==> src/rtl/clk_div_bank.sv <==
// clk_div_bank: bank of independent clock dividers with shadowed per-channel config.
// Each channel outputs a toggle or pulse clock; a new config takes effect only at a period boundary.
module clk_div_bank #(
   parameter int NCH = 4,
   parameter int CW  = 8,
   localparam int CHW = (NCH > 1) ? $clog2(NCH) : 1
) (
   input  logic           clk,
   input  logic           rst_n,
   input  logic [NCH-1:0] ch_en,
   input  logic           sync_rst,
   input  logic           cfg_we,
   input  logic [CHW-1:0] cfg_ch,
   input  logic [CW-1:0]  cfg_div,
   input  logic           cfg_mode,
   output logic [NCH-1:0] clk_out,
   output logic [NCH-1:0] cfg_pending
);
   for (genvar i = 0; i < NCH; i++) begin : g_ch
      localparam logic [CW-1:0] DEF = CW'((1 << i) - 1);
      logic [CW-1:0] cnt_q, cnt_d, act_n_q, act_n_d, sh_n_q, sh_n_d;
      logic act_m_q, act_m_d, sh_m_q, sh_m_d, pend_q, pend_d, out_q, out_d;
      logic wr, term, apply, clr;
      always_comb begin
         wr      = cfg_we && (cfg_ch == CHW'(i));
         term    = ch_en[i] && (cnt_q == act_n_q);
         clr     = sync_rst || !ch_en[i];
         // A write landing on the boundary replaces the shadow and waits for the next one.
         apply   = pend_q && !wr && (term || clr);
         sh_n_d  = wr ? cfg_div : sh_n_q;
         sh_m_d  = wr ? cfg_mode : sh_m_q;
         pend_d  = wr || (pend_q && !apply);
         act_n_d = apply ? sh_n_q : act_n_q;
         act_m_d = apply ? sh_m_q : act_m_q;
         cnt_d   = (clr || term) ? '0 : cnt_q + 1'b1;
         out_d   = (clr || (apply && (sh_m_q != act_m_q))) ? 1'b0 : act_m_q ? term : (out_q ^ term);
      end
      always_ff @(posedge clk or negedge rst_n) begin
         if (!rst_n) begin
            cnt_q   <= '0;
            act_n_q <= DEF;
            sh_n_q  <= DEF;
            act_m_q <= 1'b0;
            sh_m_q  <= 1'b0;
            pend_q  <= 1'b0;
            out_q   <= 1'b0;
         end else begin
            cnt_q   <= cnt_d;
            act_n_q <= act_n_d;
            sh_n_q  <= sh_n_d;
            act_m_q <= act_m_d;
            sh_m_q  <= sh_m_d;
            pend_q  <= pend_d;
            out_q   <= out_d;
         end
      end
      assign clk_out[i]     = out_q;
      assign cfg_pending[i] = pend_q;
   end
endmodule

==> config.mk <==
export PLATFORM = sky130hd
export DESIGN_NAME = clk_div_bank
export DESIGN_NICKNAME = d
export VERILOG_FILES = /design/src/rtl/clk_div_bank.sv
export SDC_FILE = /design/constraint.sdc
export NUM_CORES = 1
export LEC_CHECK = 0
export CORE_MARGIN = 2
export CORE_UTILIZATION = 50
export CTS_CLUSTER_SIZE = 40
export DETAILED_ROUTE_END_ITERATION = 12
export PLACE_DENSITY = 0.77
export SETUP_SLACK_MARGIN = 0.15
export SLEW_MARGIN = 30
export SYNTH_ARGS = -nofsm -noshare
export SYNTH_HDL_FRONTEND = slang
export SYNTH_SLANG_ARGS = --single-unit
==> constraint.sdc <==
create_clock -name clk -period 1.7 [get_ports clk]
set_input_delay 0.34 -clock clk [delete_from_list [all_inputs] [get_ports clk]]
set_output_delay 0.34 -clock clk [all_outputs]
set_load 0.01 [all_outputs]
==> metrics.md <==
| Metric | Value |
|---|---|
| # diodes | 0 |
| Leak | 2.98 nW |
| Rows | 36 |
| ANT nets after route | 0 |
| Drt wl/cell | roughly 17 µm |
| Type of the worst min-delay path | input port to async pin |
| Cells along the critical path | xor2_1 > nor4_2 > buf_4 > a21o_1 > and2b_1 > buf_12 > mux2_4 |
| Buffers on Ports | 26 |
| Die width | 103 µm |
| Worst reg2reg path endpoint | g_ch[2].act_n_q[2]$_DFFE_PN0P_ |
| Setup WS pre-CTS | -0.288 ns |
| Maximum buffer depth of the clock tree | 2 |
| Ys flop type | dfrtp_1 |
| Routed via count | between 3000 and 4000 |
| Core area | around 9700 µm² |
| Starting Density | between 50% and 60% |
| Crit path capture type | flop |
| H-tree lvl count | 3 |
| Syn-to-layout area delta | 31.5% |
| Top-area cell type share of the netlist area | 50.7% |
| Max cap viols | 0 |
| Final Skew | about 0.014 ns |
| Grt total ovfl | 0 |
| Routability cong. | around 0.8 |
| Top-count cell post-synth | dfrtp_1 |
| First-pass GRT wire length | between 15 and 20 mm |
| Mapped Cells | 382 |
| Synth cell count leaders | 100 x dfrtp_1, 72 x mux2_2, 50 x xor2_1 |
| Die Y | between 100 and 150 µm |
| Synthesized Nets | just over 400 |
| IR drop worst, VDD | around 630 µV |
| Leading area contributor after synthesis | dfrtp_1 |
| Worst slew pin tran | around 0.3 ns |
| Endpoints failing setup | 42 |
| Detailed Place HPWL | approximately 6.7 mm |
| Post-synth EDFFs | 0 |
| Root buf cell | clkbuf_8 |
| Async set-reset flop share out of synthesis | 100% |
| Post-route DRC violation count | 0 |
| Total power draw | 7.02 mW |
| Clock Sinks | around 110 |
| Critical path fanouts, max | 9 |
| WP data required | between 1.5 and 2 ns |
| Post-Route WL | roughly 10 mm |
| Worst r2r src | g_ch[2].cnt_q[4]$_DFF_PN0_ |
| First-pass iteration count of the detailed router | 4 |
| CP max stage cell | dfrtp_1 |
| Worst r2r path cells | 7 |
| Vias per Instance | approximately 5.2 |
| CTS tree | built |
| Number of global-route vias before repair | 3381 |
| Clk_lat worst skew | approximately 0.37 ns |
| CP Launch Type | flop |
| Failing checks | negative setup slack |
| Flops & latches, synth | ~110 |
| Avg Cell Area, Syn | roughly 13 µm² |
| Cell Area, Synth | 4930 µm² |
| Final hold vios | 0 |
| Synth warnings | 0 |
| Max-slew headroom | about 80% |
| Worst Setup Path Type | flop to flop |
| Status | complete, but fails checks |
| Area of the die | approximately 11000 µm² |
| Worst EP arrival | 2.12 ns |
| Clock transition at path regs | approximately 0.11 ns |
| DR iter-0 viols | 115 |
| CP delay by family, top | simple AND/OR/NAND/NOR gates |
| Power per cell area | roughly 1100 nW/µm² |
| Synth area leaders | dfrtp_1 51%, mux2_2 16%, xor2_1 8.9%, dfstp_2 6.4%, nor2_1 2.5% |
| Max Fclk | approximately 0.54 GHz |
| Share of layout cells above drive strength 1 | approximately 45% |
| Setup repair after global routing missed its margin | yes |
| Max-slew violation count | 0 |
| Sequential fraction of the synthesis area | 57.1% |
| Nets | 499 |
| Dpl cells | slightly below 600 |
| Final period utilization | 110% |
| Reg-to-reg slack, setup | -0.16 ns |
| CTS buffer count | 9 |
| GRT Total Usage | ~20% |
| Initial antenna violation count | 0 |
| Yosys cell types | 31 |
| Fin cells | between 600 and 700 |
| I/O pin cnt | 27 |
| Final worst setup slack | -0.163 ns |
| Min Tclk post-route | about 1.9 ns |
| WP buf/inv | 2 |
| Pin count of the biggest net entering global routing | 45 |
| CP max stage delay | between 0.4 and 0.5 ns |
-- placed cells by master (no fill, tap or decap), types with 6 or more instances in the layout --
cell / count
xor2_1: 49
dlygate4sd2_1: 8
nor2_4: 13
nand3_1: 20
buf_12: 6
nor2_2: 7
inv_1: 7
clkdlybuf4s50_1: 17
clkbuf_8: 9
nor2_1: 13
mux2_4: 35
dfstp_2: 12
and3_1: 9
buf_4: 59
mux2_2: 37
dfrtp_1: 100
-- worst max path at each step --
stage | start | endpoint | depth (start not counted)
floorplan | g_ch[3].cnt_q[5]$_DFF_PN0_ | g_ch[3].act_m_q$_DFFE_PN0P_ | 5
global placement | cfg_ch[0] | g_ch[2].act_n_q[7]$_DFFE_PN0P_ | 6
detailed placement | cfg_ch[1] | g_ch[1].act_n_q[7]$_DFFE_PN0P_ | 6
CTS | g_ch[2].cnt_q[4]$_DFF_PN0_ | g_ch[2].act_n_q[4]$_DFFE_PN0P_ | 7
global route | g_ch[2].cnt_q[4]$_DFF_PN0_ | g_ch[2].act_n_q[2]$_DFFE_PN0P_ | 7
finish | g_ch[2].cnt_q[4]$_DFF_PN0_ | g_ch[2].act_n_q[2]$_DFFE_PN0P_ | 7
-- power breakdown --
group | total (mW) | switching, mW | leakage [nW] | internal [mW]
combinational | 1.78 | 0.645 | 1.50 | 1.14
clock | 1.49 | 0.937 | 0.0919 | 0.553
sequential | 3.75 | 0.447 | 1.39 | 3.30
-- worst reg2reg max path: stages (launching register included) --
cell,delay [ns]
dfrtp_1,0.41
xor2_1,0.18
nor4_2,0.27
buf_4,0.16
a21o_1,0.12
and2b_1,0.16
buf_12,0.15
mux2_4,0.30
-- sequential cells by signal, summed over array words and instances (netlist names) --
| name | flops |
|---|---|
| g_ch.sh_n_q | 32 |
| g_ch.cnt_q | 32 |
| g_ch.pend_q | 4 |
| g_ch.act_m_q | 4 |
| g_ch.act_n_q | 32 |
| g_ch.sh_m_q | 4 |
| g_ch.out_q | 4 |
-- metrics by stage --
stage	cell area, µm²	util, %	TNS (ns)	hold WS (ns)
4_1_cts	6340	65.5	-4.94	0.323
3_3_place_gp	5790	59.8	-11.37	0.183
2_1_floorplan	4970	-	-0.893	0.0444
5_1_grt	6490	67.0	-8.34	0.339
3_5_place_dp	5790	59.8	-12.65	0.183
6_report	6490	67.0	-4.24	0.331
-- cell type report --
| class | instances | area (µm²) |
|---|---|---|
| Fill cell | 650 | 3190 |
| Sequential cell | 112 | 2820 |
| Multi-Input combinational cell | 249 | 2400 |
| Timing Repair Buffer | 97 | 898 |
| Tap cell | 133 | 166 |
| Clock buffer | 9 | 124 |
| Clock inverter | 7 | 55.1 |
| Inverter | 7 | 26.3 |
-- what timing repair did --
item | in CTS | in global routing
hold buffers | 1 | 0
gates cloned | 1 | 0
setup endpoints to repair | 70 | 76
buffers inserted | 10 | 3
resized for setup | 71 | 34
pin swaps | 20 | 17
endpoints found under the hold margin | 6 | 0
-- cell families (layout without fill, tap and decap cells) --
group                    Yosys count  after routing  synth area share (%)
AO/OA/AOI/OAI                     18             18                  2.92
XOR/XNOR                          58             58                  10.3
adder cells (fa/ha/maj)            4              4                  1.01
buffers and inverters             21            120                  2.31
flip-flops                       112            112                  57.1
multiplexers                      74             74                  16.8
AND/OR/NAND/NOR                   95             95                  9.53
-- layer usage --
layer | track usage (%) | vias to the layer above | part of all wire [%]
met4 | 4.76 | 0 | 1.5
li1 | - | 1488 | -
met1 | 26.1 | 1639 | 42
met3 | 4.57 | 14 | 3.6
met5 | 0 | - | 0
met2 | 35.0 | 54 | 53
Note: power is estimated with default switching activity, not from simulation.
